`config.mk`:
```
export PLATFORM = sky130hd
export DESIGN_NAME = regfile_wb_arbiter
export DESIGN_NICKNAME = d
export VERILOG_FILES = /design/src/rtl/regfile_pkg.sv /design/src/rtl/wb_fifo.sv /design/src/rtl/regfile_wb_arbiter.sv
export SDC_FILE = /design/constraint.sdc
export NUM_CORES = 1
export LEC_CHECK = 0
export CAP_MARGIN = 10
export CELL_PAD_IN_SITES_DETAIL_PLACEMENT = 0
export CELL_PAD_IN_SITES_GLOBAL_PLACEMENT = 1
export CORE_ASPECT_RATIO = 2
export CORE_MARGIN = 2
export CORE_UTILIZATION = 44
export CTS_CLUSTER_DIAMETER = 100
export DETAILED_ROUTE_END_ITERATION = 6
export PLACE_DENSITY_LB_ADDON = 0.2
export SYNTH_ARGS = -nofsm -noshare
export SYNTH_HDL_FRONTEND = slang
export SYNTH_HIERARCHICAL = 1
export SYNTH_SLANG_ARGS = --single-unit
```
`constraint.sdc`:
```
create_clock -name clk -period 6.1 [get_ports clk]
set_input_delay 1.22 -clock clk [delete_from_list [all_inputs] [get_ports clk]]
set_output_delay 1.22 -clock clk [all_outputs]
set_load 0.01 [all_outputs]
```
`src/rtl/regfile_pkg.sv`:
```
// Shared types and constants for the register-file writeback arbiter.
package regfile_pkg;

    localparam int WB_AW    = 5;
    localparam int WB_DW    = 32;
    localparam int NUM_SRC  = 2;
    localparam int REG_ZERO = 0;

    typedef struct packed {
        logic [WB_AW-1:0] addr;
        logic [WB_DW-1:0] data;
    } wb_req_t;

endpackage

```
`src/rtl/wb_fifo.sv`:
```
// Small in-order writeback FIFO; exposes the addresses of its valid entries
// so the top level can detect pending writes to a decode read address.
module wb_fifo
    import regfile_pkg::*;
#(
    parameter int DEPTH = 2,
    parameter int AW    = WB_AW,
    parameter int DW    = WB_DW
) (
    input  logic                       clk,
    input  logic                       rst,
    input  logic                       push,
    input  logic [AW-1:0]              push_addr,
    input  logic [DW-1:0]              push_data,
    input  logic                       pop,
    output logic                       full,
    output logic                       empty,
    output logic [$clog2(DEPTH+1)-1:0] count,
    output logic [AW-1:0]              head_addr,
    output logic [DW-1:0]              head_data,
    output logic [DEPTH*AW-1:0]        valid_addrs
);

    localparam int PW = $clog2(DEPTH);
    localparam int CW = $clog2(DEPTH+1);

    logic [AW-1:0] addr_mem [DEPTH];
    logic [DW-1:0] data_mem [DEPTH];
    logic [PW-1:0] wr_ptr;
    logic [PW-1:0] rd_ptr;
    logic          do_push;
    logic          do_pop;

    assign full      = (count == CW'(DEPTH));
    assign empty     = (count == '0);
    assign do_push   = push && !full;
    assign do_pop    = pop && !empty;
    assign head_addr = addr_mem[rd_ptr];
    assign head_data = data_mem[rd_ptr];

    // Slots outside the occupied window report address 0, which never matches a pend query.
    always_comb begin
        logic [PW-1:0] off;
        valid_addrs = '0;
        off         = '0;
        for (int i = 0; i < DEPTH; i++) begin
            off = PW'(i) - rd_ptr;
            if (CW'(off) < count) begin
                valid_addrs[i*AW +: AW] = addr_mem[i];
            end
        end
    end

    always_ff @(posedge clk) begin
        if (rst) begin
            wr_ptr <= '0;
            rd_ptr <= '0;
            count  <= '0;
        end else begin
            if (do_push) begin
                addr_mem[wr_ptr] <= push_addr;
                data_mem[wr_ptr] <= push_data;
                wr_ptr           <= wr_ptr + 1'b1;
            end
            if (do_pop) begin
                rd_ptr <= rd_ptr + 1'b1;
            end
            count <= count + CW'(do_push) - CW'(do_pop);
        end
    end

endmodule

```
`src/rtl/regfile_wb_arbiter.sv`:
```
// Round-robin sharing of the register-file write port between the ALU (s0)
// and load unit (s1), with pending-write flags for decode stall logic.
module regfile_wb_arbiter
    import regfile_pkg::*;
#(
    parameter int DEPTH = 2,
    parameter int AW    = WB_AW,
    parameter int DW    = WB_DW
) (
    input  logic          clk,
    input  logic          rst,
    input  logic          s0_valid,
    output logic          s0_ready,
    input  logic [AW-1:0] s0_addr,
    input  logic [DW-1:0] s0_data,
    input  logic          s1_valid,
    output logic          s1_ready,
    input  logic [AW-1:0] s1_addr,
    input  logic [DW-1:0] s1_data,
    input  logic [AW-1:0] ra1,
    input  logic [AW-1:0] ra2,
    output logic          pend1,
    output logic          pend2,
    output logic          rf_we,
    output logic [AW-1:0] rf_wa,
    output logic [DW-1:0] rf_wd,
    output logic          idle
);

    localparam int CW = $clog2(DEPTH+1);

    logic [NUM_SRC-1:0] full;
    logic [NUM_SRC-1:0] empty;
    logic [NUM_SRC-1:0] push;
    logic [NUM_SRC-1:0] grant;
    logic [CW-1:0]      count0;
    logic [CW-1:0]      count1;
    logic [AW-1:0]      head_addr0;
    logic [AW-1:0]      head_addr1;
    logic [DW-1:0]      head_data0;
    logic [DW-1:0]      head_data1;
    logic [DEPTH*AW-1:0] valid_addrs0;
    logic [DEPTH*AW-1:0] valid_addrs1;
    logic               last_grant;

    assign s0_ready = !full[0];
    assign s1_ready = !full[1];

    // Writes to x0 complete the handshake but are dropped here.
    assign push[0] = s0_valid && s0_ready && (s0_addr != AW'(REG_ZERO));
    assign push[1] = s1_valid && s1_ready && (s1_addr != AW'(REG_ZERO));

    wb_fifo #(.DEPTH(DEPTH), .AW(AW), .DW(DW)) u_fifo0 (
        .clk         (clk),
        .rst         (rst),
        .push        (push[0]),
        .push_addr   (s0_addr),
        .push_data   (s0_data),
        .pop         (grant[0]),
        .full        (full[0]),
        .empty       (empty[0]),
        .count       (count0),
        .head_addr   (head_addr0),
        .head_data   (head_data0),
        .valid_addrs (valid_addrs0)
    );

    wb_fifo #(.DEPTH(DEPTH), .AW(AW), .DW(DW)) u_fifo1 (
        .clk         (clk),
        .rst         (rst),
        .push        (push[1]),
        .push_addr   (s1_addr),
        .push_data   (s1_data),
        .pop         (grant[1]),
        .full        (full[1]),
        .empty       (empty[1]),
        .count       (count1),
        .head_addr   (head_addr1),
        .head_data   (head_data1),
        .valid_addrs (valid_addrs1)
    );

    // On a tie the source that did not win last time is granted.
    assign grant[0] = !empty[0] && (empty[1] || last_grant);
    assign grant[1] = !empty[1] && (empty[0] || !last_grant);

    always_ff @(posedge clk) begin
        if (rst) begin
            rf_we      <= 1'b0;
            rf_wa      <= '0;
            rf_wd      <= '0;
            last_grant <= 1'b1;
        end else begin
            rf_we <= |grant;
            if (grant[0]) begin
                rf_wa      <= head_addr0;
                rf_wd      <= head_data0;
                last_grant <= 1'b0;
            end else if (grant[1]) begin
                rf_wa      <= head_addr1;
                rf_wd      <= head_data1;
                last_grant <= 1'b1;
            end
        end
    end

    // The write-stage match covers the cycle where the register file still returns the old value.
    always_comb begin
        logic hit1;
        logic hit2;
        hit1 = rf_we && (rf_wa == ra1);
        hit2 = rf_we && (rf_wa == ra2);
        for (int i = 0; i < DEPTH; i++) begin
            hit1 = hit1 || (valid_addrs0[i*AW +: AW] == ra1) || (valid_addrs1[i*AW +: AW] == ra1);
            hit2 = hit2 || (valid_addrs0[i*AW +: AW] == ra2) || (valid_addrs1[i*AW +: AW] == ra2);
        end
        pend1 = (ra1 != AW'(REG_ZERO)) && hit1;
        pend2 = (ra2 != AW'(REG_ZERO)) && hit2;
    end

    assign idle = (count0 == '0) && (count1 == '0) && !rf_we;

endmodule

```
==> flow_summary.yaml <==
sta:
  setup_violations: 0
  fin_worst_skew_ns: 0.008794
  slew_headroom: 0.2550
  setup_ws_ns: 1.673
  setup_tns_ns: 0
  worst_pin_slew_ns: 1.115
  layout_min_cycle_time_ns: 4.427
  fmax_mhz: 225.9
  hold_violations: 0
  grt_setup_unrepaired: "false"
  period_share: 0.7257
  slew_viol_final: 0
clock_tree:
  cts_resized: 0
  clockBufferDepth: 2
  cts.htree.levels: 4
  path_clk_slew_ns: 0.07
  post-cts-setup-buffers: 0
  clkLatencyLatePin_ns: 0.42
  postCtsHoldBufs: 0
  numCtsBuffers: 17
  cts_root_buffer: "clkbuf_16"
  cts.sinks: 197
  tritoncts: "done"
setup_path:
  worst_setup_path_start_kind: "input port"
  reg2reg_slack_ns: 3.19
  arrival_ns: 3.21
  required_ns: 4.88
  end_kind: "primary output"
  worstSetupPathType: "input port to primary output"
  cp_max_fo: 6
floorplanning:
  rows: 72
  chipWidth_microns: 103.0
  core_area_sq_mm: 0.01928
  die_area_sq_mm: 0.02080
  die_y_microns: 202.0
  io_pins: 131
  start_util: 0.4474
logic_synthesis:
  yosys.cell_types.count: 39
  synth_edf_count: 148
  synth_seq_cells: 197
  postSynthCellCount: 656
  synthesis.area_sq_mm: 0.008625
  ys_async_sr_fraction: 0
  yosys_warnings: 6
  synth_ff_type: "edfxtp_1"
  seq_area_frac_synth: 0.6290
  synth_area_per_cell_sq_um: 13.15
  synth_nets: 748
routing:
  postRouteAntennaNets: 0
  vias: 5604
  totalWireLength_microns: 22650
  routedWlPerCell_microns: 21.67
  first_iter_violations: 191
  drc: 0
  vias_per_cell: 5.363
  dr.pass1.iters: 4
layout:
  postLayoutCellArea_sq_mm: 0.01068
  final_common_cell: "edfxtp_1"
  fin_util: 0.5542
  fill_cells: 1685
  area_growth_pct: 23.88
  insertedDiodeCount: 0
  final_cell_mix: "148 x edfxtp_1, 129 x clkdlybuf4s50_1, 79 x a21oi_1"
  drive_gt1_frac: 0.1654
  nNetsFinal: 865
global_routing:
  globalRoute.totalOverflow: 0
  first_global_vias: 5961
  antenna_found_initial: 0
  track_usage: 0.2260
  grt_max_degree: 56
  grt_pass1_wl_microns: 33930
place:
  dp_hpwl_microns: 16140
  post_dp_cell_area_sq_mm: 0.01009
  port-buffer-count: 130
  gp_congestion: 0.9497
  place_ws_ns: 1.691
pwr:
  peakVddDrop_mv: 0.2301
  p_per_area_mw_per_mm2: 464.8
  finalPower_mw: 4.966
  leakagePower_nw: 3.620
flow_run:
  maxCapViolations: 0
status:
  status: "complete, no violations"
worst_hold_path:
  min_path_type: "flip-flop to flip-flop"
-- where the power goes --
group / internal (mW) / switching, mW / total, mW
Clock: 0.632 / 0.463 / 1.10
Sequential: 1.72 / 0.230 / 1.95
Combinational: 0.860 / 1.06 / 1.92
Total: 3.21 / 1.75 / 4.97
-- metrics by stage --
step | instances | hold slack [ns]
after floorplan | 656 | 0.5245
after global placement | 1013 | 0.5227
after detailed placement | 1013 | 0.5267
after CTS | 1045 | 0.5363
after global routing | 1045 | 0.5558
final | 1045 | 0.5375
-- synth_stat cells, types with 2 or more instances --
master    count  area [sq um]
nor3_1       10         50.05
mux2_4        2         30.03
or3_1         2         12.51
nand2_1       4         15.01
nand2b_4      2         27.53
ha_1          4         50.05
buf_6        10         112.6
clkbuf_1     11         41.29
buf_2        18         90.09
o311a_1       2         20.02
o21ai_1      30         150.1
or4_1         3         22.52
buf_4         2         15.01
inv_1         6         22.52
a21oi_1      79         395.4
nor2b_4       2         27.53
xnor2_1      34         297.8
nand3_1       6         30.03
and2_2        2         15.01
nor2b_1      24         150.1
edfxtp_1    148          4444
o21bai_1     36         270.3
nor4_1        2         12.51
nor3b_1       2         15.01
xor2_1       20         175.2
o21a_1        2         15.01
mux2_2       74         833.3
nor2_1       51         191.4
o22ai_1       2         12.51
a31oi_1       4         25.02
o21ai_0       6         30.03
dfxtp_1      49         980.9
-- cell families after synthesis --
| group | count (synthesis) | share of synthesized area |
|---|---|---|
| flops | 197 | 0.6290 |
| compound gates | 164 | 0.1092 |
| simple gates | 111 | 0.06673 |
| mux | 76 | 0.1001 |
| xor+xnor | 54 | 0.05484 |
| buf+inv | 50 | 0.03424 |
| fa+ha+maj | 4 | 0.005803 |
-- per-layer routing --
metal / share of wire / global-route usage / vias to the layer above
met5: 0 / 0 / -
met4: 0.054 / 0.1250 / 0
met1: 0.34 / 0.2267 / 2764
met2: 0.57 / 0.4137 / 157
met3: 0.041 / 0.04979 / 49
li1: - / - / 2634
-- registers in the layout, summed over array words and instances (netlist names), named ones only --
| name | flops |
|---|---|
| u_fifo0/addr_mem | 10 |
| u_fifo0/wr_ptr | 1 |
| rf_we | 1 |
| last_grant | 1 |
| u_fifo1/count | 2 |
| u_fifo0/count | 2 |
| u_fifo1/wr_ptr | 1 |
| rf_wd | 32 |
| u_fifo0/rd_ptr | 1 |
| u_fifo1/data_mem | 64 |
| u_fifo1/addr_mem | 10 |
| u_fifo1/rd_ptr | 1 |
| u_fifo0/data_mem | 64 |
| rf_wa | 5 |
-- worst max-delay path: stages --
cell and delay (ns):
clkdlybuf4s50_1 0.62, xor2_1 0.24, nor4_1 0.28, a31oi_1 0.12, a21oi_1 0.17, clkdlybuf4s50_1 0.56
-- layout make-up --
| type | instances | area, sq um | area share |
|---|---|---|---|
| Clock buffer | 27 | 558.0 | 0.05223 |
| Timing Repair Buffer | 140 | 1371 | 0.1284 |
| Sequential cell | 197 | 5428 | 0.5080 |
| Multi-Input combinational cell | 409 | 2939 | 0.2751 |
| Inverter | 8 | 32.53 | 0.003045 |
| Clock inverter | 5 | 31.28 | 0.002928 |
| Tap cell | 259 | 324.1 | 0.03033 |
-- final timing paths --
path,depth (start not counted),end,start
max reg2reg,10,u_fifo0/count[1]$_SDFF_PP0_,u_fifo1/count[0]$_SDFF_PP0_
min,2,rf_wd[31]$_SDFFE_PP0P_,rf_wd[31]$_SDFFE_PP0P_
min reg2reg,2,rf_wd[31]$_SDFFE_PP0P_,rf_wd[31]$_SDFFE_PP0P_
max,6,pend1,ra1[0]
Note: power is estimated with default switching activity, not from simulation.
